<file path="src/rtl/add_pipe.sv">
// Pipelined WIDTH-bit adder/subtractor with valid/ready on both sides and collapsing bubbles.
// Optional: define ADD_PIPE_SAT_EN to clamp a-b to zero when a < b.
module add_pipe #(
  parameter int WIDTH  = 4,
  parameter int STAGES = 2
) (
  input  logic             clk,
  input  logic             rst,
  input  logic             in_valid,
  output logic             in_ready,
  input  logic [WIDTH-1:0] a,
  input  logic [WIDTH-1:0] b,
  input  logic             sub,
  output logic             out_valid,
  input  logic             out_ready,
  output logic [WIDTH:0]   sum
);

  logic [STAGES:1]            r_v;
  logic [STAGES:1][WIDTH:0]   r_d;
  logic [STAGES:1]            w_load;
  logic [WIDTH:0]             w_res;

  always_comb begin
    w_res = sub ? ({1'b0, a} - {1'b0, b}) : ({1'b0, a} + {1'b0, b});
`ifdef ADD_PIPE_SAT_EN
    if (sub && (a < b)) w_res = '0;
`else
`endif
  end

  // A stage can load if any stage at or after it is empty, or the output drains.
  // Written flat rather than as a chain so there is no combinational self-reference.
  always_comb begin
    for (int k = 1; k <= STAGES; k++) begin
      w_load[k] = out_ready;
      for (int j = k; j <= STAGES; j++)
        if (!r_v[j]) w_load[k] = 1'b1;
    end
  end

  always_ff @(posedge clk) begin
    if (rst) begin
      r_v <= '0;
      r_d <= '0;
    end else begin
      if (w_load[1]) begin
        r_v[1] <= in_valid;
        if (in_valid) r_d[1] <= w_res;
      end
      for (int k = 2; k <= STAGES; k++) begin
        if (w_load[k]) begin
          r_v[k] <= r_v[k-1];
          if (r_v[k-1]) r_d[k] <= r_d[k-1];
        end
      end
    end
  end

  assign in_ready  = !rst && w_load[1];
  assign out_valid = r_v[STAGES];
  assign sum       = r_d[STAGES];

endmodule

</file>
<file path="config.mk">
export PLATFORM = sky130hd
export DESIGN_NAME = add_pipe
export DESIGN_NICKNAME = d
export VERILOG_FILES = /design/src/rtl/add_pipe.sv
export SDC_FILE = /design/constraint.sdc
export NUM_CORES = 1
export LEC_CHECK = 0
export CORE_MARGIN = 8
export CORE_UTILIZATION = 48
export CTS_CLUSTER_DIAMETER = 150
export DETAILED_ROUTE_END_ITERATION = 7
export PLACE_DENSITY = 0.86
export SLEW_MARGIN = 40
export SYNTH_ARGS = -nofsm -noshare
export SYNTH_HDL_FRONTEND = slang
export SYNTH_SLANG_ARGS = --single-unit
</file>
<file path="constraint.sdc">
create_clock -name clk -period 3.1 [get_ports clk]
set_input_delay 0.465 -clock clk [delete_from_list [all_inputs] [get_ports clk]]
set_output_delay 0.465 -clock clk [all_outputs]
set_load 0.05 [all_outputs]
</file>
# == After elaboration in Yosys (flattened, before gate mapping) ==
# Index checks and enable logic that the tools add are counted.
# op_classes
add_sub_neg,2
muxes,4
n_reduce_logical,4
# ops
op,n
4-bit by 4-bit adder with 5-bit output,1
5-bit 2-to-1 mux,1
4-bit by 4-bit subtractor with 5-bit output,1
2-bit AND reduction,2
1-bit 2-to-1 mux,3
1-bit logical AND,1
1-bit logical NOT,1
# word_totals
register_bits,12
out_inout_bits,7

# == Depth between registers and ports, before layout ==
# depth
ltp_word,3
depth_mapped,9

# == Worst setup path after synthesis ==
# OpenSTA, ideal clock, no wires.
# synth_path
path_type,input -> register
from,input port b[0]
to,register r_d[3] in the netlist's numbering
arrival_ns,2.073
t_required_ns,3.005
setup_slack_ns,0.932
cell_stages,8
cell_sequence,inv_1 ha_1 mux2i_1 ha_1 nor2b_1 o21a_1 or4b_1 o311ai_1
# synth_via
elab_chain_len,2
word_cells_on_any_way,3
# synth_lines
element,line_no,source
start: declaration,12,"input logic [WIDTH-1:0] b,"
4-bit by 4-bit adder with 5-bit output / 4-bit by 4-bit subtractor with 5-bit output (equally long branches),25,"w_res = sub ? ({1'b0, a} - {1'b0, b}) : ({1'b0, a} + {1'b0, b});"
5-bit 2-to-1 mux (*),25,
end signal: indexed assignment,54,if (r_v[k-1]) r_d[k] <= r_d[k-1];
end: declaration,20,logic [STAGES:1][WIDTH:0] r_d;
# Mark *: on every way between the ends. The rest lies on a longest branch, timed or not.
# A chain may end at the register's enable or synchronous reset.

# == Worst setup path in the final report ==
# Ends and elaborated chain as after synthesis.

==> out/results.tsv <==
stage	metric	value	unit
logic_synthesis	ys_ff_latch	12	
hold_path	hold_path_class	flip-flop to flip-flop	
power_and_ir_drop	p_per_area	447	mW/mm^2
critical_path	r2r-end	r_d[3]	
place	gp_congestion	0.820	
critical_path	startpoint_type	input port	
floorplan	dieArea	0.00289	mm^2
floorplan	core_area	0.00132	mm^2
place	port_buffers	19	
sta	finalClockSkew	0.00244	ns
finish	antenna_cells	0	
finish	area_growth_syn_to_layout	31.0	%
route	wl_per_cell	12.2	um
sta	relSlewSlack	59.9	%
critical_path	slowest_delay	0.50	ns
sta	rsz0062_at_grt	no	
power_and_ir_drop	peakVddDrop	254	uV
cts	cts_max_level	1	
grt	grt_start_max_net_pins	15	
critical_path	worstSetupPathType	input port to flip-flop	
cts	cts_tree	built	
finish	final_common_cell	clkdlybuf4s50_1	
floorplan	row_count	13	
cts	cts.sinks	12	
critical_path	worstPathRequired	3.28	ns
cts	clk_pin_slew	0.07	ns
cts	cts_repair_resize_count	0	
floorplan	initial_utilization	51.9	%
hold_path	min_from	r_v[1]	
sta	timing.fmax	394	MHz
route	route.antenna.remaining_nets	0	
logic_synthesis	syn_nets	96	
sta	hold_viol_final	0	
route	drc_errors	0	
sta	max_slew.worst_pin.slew	0.597	ns
critical_path	crit_family	simple AND/OR/NAND/NOR gates	
sta	drv_slew	0	
place	place_hpwl	1080	um
grt	track_usage	10.7	%
route	vias	555	
sta	fin_setup_tns	0	ns
sta	setup_violations	0	
cts	cts.hold.buffers_added	0	
hold_path	holdPathEnd	r_v[2]	
grt	antenna_found_initial	0	
grt	overflow	0	
sta	post-route-period-util	81.9	%
hold_path	hold_depth	2	
status	outcome	completed	
critical_path	path_cells	clkdlybuf4s50_1 -> inv_1 -> ha_1 -> mux2i_1 -> ha_1 -> nor2b_1 -> o21a_1 -> or4b_1 -> o311ai_1	
finish	drive_gt1_share	6.32	%
run	cap_violations	0	
logic_synthesis	synth_area	683	um^2
finish	fin_area	895	um^2
place	dpl_cell_area	858	um^2
cts	clock_latency	0.27	ns
cts	clockBufferDepth	2	
logic_synthesis	syn-instance-count	77	
critical_path	r2r_slack	1.68	ns
critical_path	slowest_stage	clkdlybuf4s50_1	
critical_path	end_kind	flip-flop	
cts	numCtsBuffers	3	
critical_path	crit_buf_inv	2	
route	drt-initial-drc-count	12	
cts	post_cts_buffers	0	
logic_synthesis	synth.avg_cell_area	8.87	um^2
power_and_ir_drop	cellLeakagePower	0.405	nW
critical_path	r2r-start	r_v[2]	
sta	min_period	2.54	ns
critical_path	r2r_cells	5	
logic_synthesis	yosysWarnings	0	
critical_path	cp_max_fo	3	
logic_synthesis	yosysSeqAreaShare	35.2	%
critical_path	crit_top_cell	ha_1	
floorplan	pin_count	20	
floorplan	die_h	53.7	um
critical_path	worstPathArrival	2.72	ns
cts	root_buffer	clkbuf_4	
grt	grt_pass1_vias	553	
finish	final_nets	115	
finish	final_cell_mix	19 x clkdlybuf4s50_1, 17 x nor2_1, 12 x dfxtp_1	
logic_synthesis	synth.lib_cells_used.distinct	21	
route	dr.pass1.iters	3	
grt	grt_pass1_wl	2280	um
route	totalWireLength	1340	um
floorplan	die_x	53.7	um
route	vias_per_cell	5.05	
[Yosys cell counts (all sizes together)]
| master | n | area share [%] |
|---|---|---|
| nor2 | 17 | 9.3 |
| a21o | 1 | 1.1 |
| dfxtp | 12 | 35 |
| clkbuf | 1 | 0.55 |
| o21ai | 1 | 0.73 |
| inv | 7 | 3.8 |
| fa | 1 | 2.9 |
| o311ai | 1 | 1.3 |
| or4b | 1 | 1.5 |
| xnor2 | 4 | 5.1 |
| o211ai | 1 | 1.1 |
| and3b | 1 | 1.3 |
| a21oi | 3 | 2.2 |
| nand2b | 1 | 0.92 |
| a211oi | 3 | 3.3 |
| o21a | 1 | 1.1 |
| nor3 | 1 | 0.73 |
| nor2b | 2 | 1.8 |
| mux2i | 7 | 10 |
| ha | 5 | 9.2 |
| buf | 6 | 6.6 |
[report_power, final]
group,internal [W],switching (W),total [W]
registers,0.000166,0.00000577,0.000171
logic,0.0000529,0.0000534,0.000106
clock network,0.0000713,0.0000509,0.000122
total,0.000290,0.000110,0.000400
[registers in the layout, indices dropped and copies added, names as in the netlist]
name,flops
r_d,5
sum,5
r_v,2
[how the worst max path moves through the flow]
stage,startpoint,end,slack (ns),cells after the start
6_report,b[0],r_d[3],0.56,9
3_3_place_gp,b[0],r_d[3],0.36,9
2_1_floorplan,b[0],r_d[3],0.93,8
3_5_place_dp,b[0],r_d[3],0.27,9
5_1_grt,b[0],r_d[3],0.36,9
4_1_cts,out_ready,in_ready,0.55,4
[cell families (layout without fill, tap and decap cells)]
family / Yosys count / after routing / share of synthesized area (%)
compound gates: 11 / 11 / 10.8
xor+xnor: 4 / 4 / 5.13
fa+ha+maj: 6 / 6 / 12.1
buf+inv: 14 / 32 / 11.0
flops: 12 / 12 / 35.2
mux: 7 / 7 / 10.3
simple gates: 23 / 23 / 15.6
[routing by layer]
metal | GRT usage (%) | share of wire (%) | up-vias
li1 | - | - | 288
met1 | 11.9 | 45 | 238
met2 | 16.6 | 44 | 22
met3 | 2.20 | 6.7 | 7
met4 | 10.1 | 4.4 | 0
met5 | 0 | 0 | -
[worst register-to-register path, stage by stage (launching register included)]
cell and delay (ns):
dfxtp_1 0.33, and3b_1 0.19, nor2b_1 0.12, buf_4 0.17, or4b_1 0.44, o311ai_1 0.08
[final cells by class]
class	count	area [um^2]
fillers	124	423
multi-input cells	51	368
flip-flops and latches	12	240
repair buffers	21	205
clock buffers	4	36.3
inverters	7	26.3
well taps	15	18.8
[stage by stage]
| step | hold slack, ns | setup WS (ns) | power, W | utilization [%] | cells |
|---|---|---|---|---|---|
| after global placement | 0.468 | 0.359 | 0.000278 | 65.1 | 106 |
| after CTS | 0.499 | 0.549 | 0.000404 | 67.9 | 110 |
| after global routing | 0.506 | 0.356 | 0.000426 | 67.9 | 110 |
| final | 0.496 | 0.560 | 0.000400 | 67.9 | 110 |
| after detailed placement | 0.479 | 0.270 | 0.000282 | 65.1 | 106 |
| after floorplan | 0.448 | 0.932 | 0.000246 | - | 77 |
(Power assumes the default switching activity.)
